## src/rtl/fpu_arbiter.sv

```systemverilog
// fpu_arbiter: shares one multi-cycle FPU between two requesters.
// Round-robin grant, operand latching, fpu_en sequencing so the FPU is never
// restarted or frozen mid-operation, a watchdog for hung operations, and a
// drain phase that walks the FPU back to its start state after reset/timeout.
//
// Handshake: a requester raises reqN with instrN/opaN/opbN and holds all of
// them stable until gntN is seen high; gntN is combinational and high for
// exactly one cycle (the cycle whose rising edge latches the operands).
// Nothing is queued: a request made while busy simply waits in IDLE.
// The response is a single-cycle rsp_valid strobe with rsp_id/rsp_data/rsp_err.
module fpu_arbiter #(
    parameter int TIMEOUT      = 15,
    parameter int DRAIN_CYCLES = 3
) (
    input  logic        clk,
    input  logic        rst_n,
    input  logic        req0,
    input  logic [4:0]  instr0,
    input  logic [15:0] opa0,
    input  logic [15:0] opb0,
    output logic        gnt0,
    input  logic        req1,
    input  logic [4:0]  instr1,
    input  logic [15:0] opa1,
    input  logic [15:0] opb1,
    output logic        gnt1,
    output logic        rsp_valid,
    output logic        rsp_id,
    output logic [15:0] rsp_data,
    output logic        rsp_err,
    output logic        busy,
    output logic        fpu_en,
    output logic [4:0]  fpu_instr,
    output logic [15:0] fpu_op1,
    output logic [15:0] fpu_op2,
    input  logic [15:0] fpu_result,
    input  logic        fpu_done
);

    // FTOI is a no-op when the FPU sits in its start state, so it is the
    // opcode used to clock the FPU forward while draining.
    localparam logic [4:0] OP_FTOI   = 5'h12;
    localparam logic [4:0] OP_FIRST  = 5'h11;
    localparam logic [4:0] OP_LAST   = 5'h16;
    localparam int         WD_W      = $clog2(TIMEOUT + 1);
    localparam int         DC_W      = (DRAIN_CYCLES > 1) ? $clog2(DRAIN_CYCLES) : 1;

    typedef enum logic [2:0] {
        S_DRAIN,
        S_IDLE,
        S_ISSUE,
        S_WAIT,
        S_RESP,
        S_REJECT
    } state_t;

    state_t          state_q, state_d;
    logic [DC_W-1:0] drain_cnt_q, drain_cnt_d;
    logic [WD_W-1:0] wd_cnt_q, wd_cnt_d;
    logic            last_id_q, last_id_d;
    logic            id_q, id_d;
    logic [4:0]      instr_q, instr_d;
    logic [15:0]     op1_q, op1_d;
    logic [15:0]     op2_q, op2_d;
    logic [15:0]     rsp_data_q, rsp_data_d;
    logic            rsp_err_q, rsp_err_d;
    logic            drain_after_q, drain_after_d;

    logic [WD_W-1:0] wd_next;
    logic [4:0]      sel_instr;
    logic            any_gnt;

    // State register and latched transaction context.
    always_ff @(posedge clk or negedge rst_n) begin
        if (!rst_n) begin
            state_q       <= S_DRAIN;
            drain_cnt_q   <= '0;
            wd_cnt_q      <= '0;
            last_id_q     <= 1'b1;
            id_q          <= 1'b0;
            instr_q       <= '0;
            op1_q         <= '0;
            op2_q         <= '0;
            rsp_data_q    <= '0;
            rsp_err_q     <= 1'b0;
            drain_after_q <= 1'b0;
        end else begin
            state_q       <= state_d;
            drain_cnt_q   <= drain_cnt_d;
            wd_cnt_q      <= wd_cnt_d;
            last_id_q     <= last_id_d;
            id_q          <= id_d;
            instr_q       <= instr_d;
            op1_q         <= op1_d;
            op2_q         <= op2_d;
            rsp_data_q    <= rsp_data_d;
            rsp_err_q     <= rsp_err_d;
            drain_after_q <= drain_after_d;
        end
    end

    // Next-state logic, grants, FPU enable and response strobe.
    always_comb begin
        state_d       = state_q;
        drain_cnt_d   = drain_cnt_q;
        wd_cnt_d      = wd_cnt_q;
        last_id_d     = last_id_q;
        id_d          = id_q;
        instr_d       = instr_q;
        op1_d         = op1_q;
        op2_d         = op2_q;
        rsp_data_d    = rsp_data_q;
        rsp_err_d     = rsp_err_q;
        drain_after_d = drain_after_q;
        gnt0          = 1'b0;
        gnt1          = 1'b0;
        fpu_en        = 1'b0;
        rsp_valid     = 1'b0;
        wd_next       = wd_cnt_q + WD_W'(1);
        sel_instr     = instr0;
        any_gnt       = 1'b0;

        case (state_q)
            S_DRAIN: begin
                fpu_en = 1'b1;
                if (drain_cnt_q == DC_W'(DRAIN_CYCLES - 1)) begin
                    drain_cnt_d = '0;
                    state_d     = S_IDLE;
                end else begin
                    drain_cnt_d = drain_cnt_q + DC_W'(1);
                end
            end
            S_IDLE: begin
                // On a tie the requester that was not served last wins.
                gnt0    = req0 & (~req1 | last_id_q);
                gnt1    = req1 & (~req0 | ~last_id_q);
                any_gnt = gnt0 | gnt1;
                if (any_gnt) begin
                    sel_instr = gnt1 ? instr1 : instr0;
                    id_d      = gnt1;
                    last_id_d = gnt1;
                    instr_d   = sel_instr;
                    op1_d     = gnt1 ? opa1 : opa0;
                    op2_d     = gnt1 ? opb1 : opb0;
                    if (sel_instr >= OP_FIRST && sel_instr <= OP_LAST) begin
                        state_d = S_ISSUE;
                    end else begin
                        rsp_data_d = '0;
                        rsp_err_d  = 1'b1;
                        state_d    = S_REJECT;
                    end
                end
            end
            S_ISSUE: begin
                // fpu_done may still be high from the previous op; ignore it.
                fpu_en   = 1'b1;
                wd_cnt_d = '0;
                state_d  = S_WAIT;
            end
            S_WAIT: begin
                // Stop clocking the FPU the moment it reports completion.
                fpu_en = ~fpu_done;
                if (fpu_done) begin
                    rsp_data_d = fpu_result;
                    rsp_err_d  = 1'b0;
                    state_d    = S_RESP;
                end else begin
                    wd_cnt_d = wd_next;
                    if (wd_next == WD_W'(TIMEOUT)) begin
                        rsp_data_d    = '0;
                        rsp_err_d     = 1'b1;
                        drain_after_d = 1'b1;
                        state_d       = S_RESP;
                    end
                end
            end
            S_RESP: begin
                rsp_valid = 1'b1;
                if (drain_after_q) begin
                    drain_after_d = 1'b0;
                    drain_cnt_d   = '0;
                    state_d       = S_DRAIN;
                end else begin
                    state_d = S_IDLE;
                end
            end
            S_REJECT: begin
                rsp_valid = 1'b1;
                state_d   = S_IDLE;
            end
            default: begin
                state_d = S_DRAIN;
            end
        endcase
    end

    // FPU operand/opcode mux: a no-op during drain, latched values otherwise.
    always_comb begin
        fpu_instr = instr_q;
        fpu_op1   = op1_q;
        fpu_op2   = op2_q;
        if (state_q == S_DRAIN) begin
            fpu_instr = OP_FTOI;
            fpu_op1   = '0;
            fpu_op2   = '0;
        end
    end

    assign busy     = (state_q != S_IDLE);
    assign rsp_id   = id_q;
    assign rsp_data = rsp_data_q;
    assign rsp_err  = rsp_err_q;

endmodule

```

## config.mk

```make
export PLATFORM = sky130hd
export DESIGN_NAME = fpu_arbiter
export DESIGN_NICKNAME = d
export VERILOG_FILES = /design/src/rtl/fpu_arbiter.sv
export SDC_FILE = /design/constraint.sdc
export NUM_CORES = 1
export LEC_CHECK = 0
export ABC_AREA = 1
export BUFFER_PORTS_ARGS = -buffer_cell sky130_fd_sc_hd__buf_2
export CORE_AREA = 2 2 95 97
export DETAILED_ROUTE_END_ITERATION = 7
export DIE_AREA = 0 0 97 99
export PLACE_DENSITY = 0.75
export SETUP_SLACK_MARGIN = 0.15
export SYNTH_ARGS = -nofsm -noshare
export SYNTH_HDL_FRONTEND = slang
export SYNTH_SLANG_ARGS = --single-unit
```

## constraint.sdc

```tcl
create_clock -name clk -period 1.4 [get_ports clk]
set_input_delay 0.28 -clock clk [delete_from_list [all_inputs] [get_ports clk]]
set_output_delay 0.28 -clock clk [all_outputs]
set_load 0.005 [all_outputs]
```

==> run metrics <==
status=finished, violations left; failing checks=negative setup slack; met2 usage=46.4%; Setup TNS=-28.07 ns; launching point of the worst reg2reg path=wd_cnt_q[1]; RSZ-0062 raised after global routing=yes; clock share of power=11.8%; switching share of power=41.2%; gr ovfl total=0; Worst-path clk slew=about 0.08 ns; RD Place Congestion=0.889; antenna violations before repair=0; Final ANT Viol Nets=0; HP Class=in2reg; crit start category=flip-flop; Initial Util=41.8%; DIE HEIGHT=99 um; slew margin rel.=between 60% and 70%; fin. max-slew vios=0; Crit-path slowest cell=dfrtp_1; WL final=13100 um; Rows=34; IO buf count=154; Cell Int Power=0.00820 W; post-route worst setup slack=-0.397 ns; GR Util met1=30.4%; Final period util=128%; fmax=557 MHz; router iterations before antenna repair=4; synth warn=0; die area=9600 sq um; root buf cell=clkbuf_8; cell count after synthesis=470; num ports=155; #FFs+latches synth=66; DR DRC count=0; worst skew pair latency=0.35 ns; Buf/Inv on CP=2; met3 track demand over resource in global routing=4.54%; Die Span X=between 90 and 100 um; Core Region=8550 sq um; clk sinks=66; Post-synth EDFFs=0; Slew @ Worst Pin=between 0.4 and 0.5 ns; register area share after synthesis=46.2%; PD cells=2240 nW/um^2; diode count=0; Psw=0.00575 W; FFs w/ async S/R, synth=100%; Crit Path Max Fanout=4; worst-case reg-to-reg path depth=13; Avg Cell Area, Syn=7.61 sq um; Worst Path Arrival=~2 ns; syn_nets=567; top-count cell post-synth=nand2_1; Worst R2R End=rsp_data[4]; clk buf depth=2; vias in the first global route=4177; worst vdd ir=1.09 mV; Layout Utilization=72.9%; # setup viols final=105; CTS buffer count=9; Reg power frac=between 20% and 30%; Wirelength per Cell=roughly 16 um; crit-path leading delay family=simple AND/OR/NAND/NOR gates; Post-synth top flop=dfrtp_1; first-pass GRT wire length=19900 um; GRT Util Overall=25.8%; vias per cell=5.10; Max-Cap Viols=0; Worst Hold End=rsp_data[11]; cell taking the most area after synthesis=dfrtp_1; Worst Setup End Kind=flip-flop; hpwl dp=7430 um; post-route minimum period=1.80 ns; hold path start=fpu_result[11]; critical path class=reg2reg; number of DRC markers in iteration 0=212; power share of the combinational group=64.9%; area grow syn2layout=74.3%; final hold violations=0; Worst Path Required=1.63 ns; pin count of the biggest net entering global routing=45; top post-synthesis cells by count=nand2_1, nor2_1, dfrtp_1, inv_1, nand3_1; hold depth=3; hold_ws=between 0.1 and 0.15 ns; CTS tree=built; Final Skew=0.0152 ns; Yosys top cell area share=between 40% and 50%; fin nets=810; GRT busiest layer=met2; Leak=3.32 nW; Max stage delay on crit path=0.42 ns; cell-by-cell trace of the critical path=ha_2 -> inv_1 -> nand2_1 -> nand2_2 -> nor2_1 -> nand2_1 -> nand2_2 -> nand2_4 -> nor2_4 -> buf_6 -> nand2_8 -> nand2_2 -> nand2_1; cell area after synthesis=3580 sq um; vias=4214; dpl ws=-0.272 ns; fraction of layout cells with a size suffix above 1=55.2%; Yosys cell types=32; H-tree depth=3; Area contributors post-synth=dfrtp_1, nand2_1, nor2_1; r2r setup slk=-0.40 ns
-- worst max-delay path by stage --
stage	to	cells past startpoint	from
floorplan	rsp_err	11	last_id_q
global route	rsp_data[14]	13	wd_cnt_q[1]
detailed placement	rsp_data[12]	9	last_id_q
CTS	fpu_op2[0]	7	state_q[2]
global placement	rsp_data[4]	9	last_id_q
finish	rsp_data[4]	13	wd_cnt_q[1]
-- worst min-delay path: cells and delay by family --
family | cells | cell delay (ns)
buf+inv | 1 | 0.07
simple gates | 2 | 0.09
-- state kept, by name, summed over array words and instances, names as in the netlist --
register	count
instr_q	5
state_q	3
drain_cnt_q	2
wd_cnt_q	4
op1_q	16
rsp_id	1
rsp_data	16
drain_after_q	1
last_id_q	1
rsp_err	1
op2_q	16
-- power by group through the flow --
stage	clock [W]	combinational, W	sequential, W
after floorplan	0	0.00380	0.00312
after global placement	0	0.00587	0.00316
after detailed placement	0	0.00603	0.00320
after CTS	0.00165	0.00839	0.00320
after global routing	0.00175	0.00972	0.00333
final	0.00165	0.00906	0.00325
-- final cells by class --
type                    count  area, sq um
clock inverters             7         75.1
clock buffers               9          124
multi-input cells         319         2050
well taps                 108          135
flip-flops and latches     66         1650
inverters                  61          234
fillers                   588         2320
repair buffers            256         1960
-- cells by family (layout without fill, tap and decap cells) --
group	Yosys count	count (layout)	synth area share, %
AND/OR/NAND/NOR	265	268	33.3
buffers and inverters	88	333	11.2
flip-flops	66	66	46.2
AO/OA/AOI/OAI	48	48	8.26
adder cells (fa/ha/maj)	2	2	0.700
multiplexers	1	1	0.315
-- routing by layer --
metal | vias up | wire (um)
met3 | 43 | 761
li1 | 1971 | -
met4 | 0 | 364
met1 | 1984 | 5020
met2 | 216 | 6960
met5 | - | 0
-- timing repair --
item / CTS / global route
setup endpoints to repair: 107 / 108
gates resized for setup: 92 / 43
hold endpoints to repair: 65 / 0
pin swaps: 23 / 19
hold buffers: 1 / 0
gates cloned: 9 / 0
buffers inserted: 43 / 9
-- through the flow --
step | area (sq um) | total power (W) | cells
6_report | 6230 | 0.0140 | 826
3_3_place_gp | 4900 | 0.00903 | 748
2_1_floorplan | 3810 | 0.00692 | 470
3_5_place_dp | 4900 | 0.00922 | 748
5_1_grt | 6230 | 0.0148 | 826
4_1_cts | 5990 | 0.0132 | 817
-- cells in the final DEF, fill, tap and decap left out, types with 2 or more instances in the layout --
cell | netlist | final
nand3_4 | 0 | 4
buf_6 | 4 | 28
clkinv_4 | 0 | 2
clkbuf_8 | 0 | 9
nand3_1 | 41 | 37
o21ai_1 | 0 | 3
clkinv_2 | 0 | 2
nor2_4 | 2 | 22
buf_16 | 0 | 6
a31oi_1 | 33 | 31
nor2_1 | 73 | 39
nor2_2 | 2 | 16
buf_4 | 3 | 55
dfrtp_1 | 65 | 64
nand2_4 | 2 | 9
o21ai_2 | 0 | 4
nand2_2 | 16 | 38
nand3_2 | 3 | 3
nand3b_1 | 3 | 3
nand2_1 | 118 | 86
buf_2 | 9 | 151
buf_12 | 1 | 15
inv_2 | 4 | 7
nand2_8 | 0 | 6
inv_1 | 57 | 52
inv_6 | 0 | 2
inv_4 | 0 | 2
a21oi_4 | 0 | 2
Note: power is estimated with default switching activity, not from simulation.
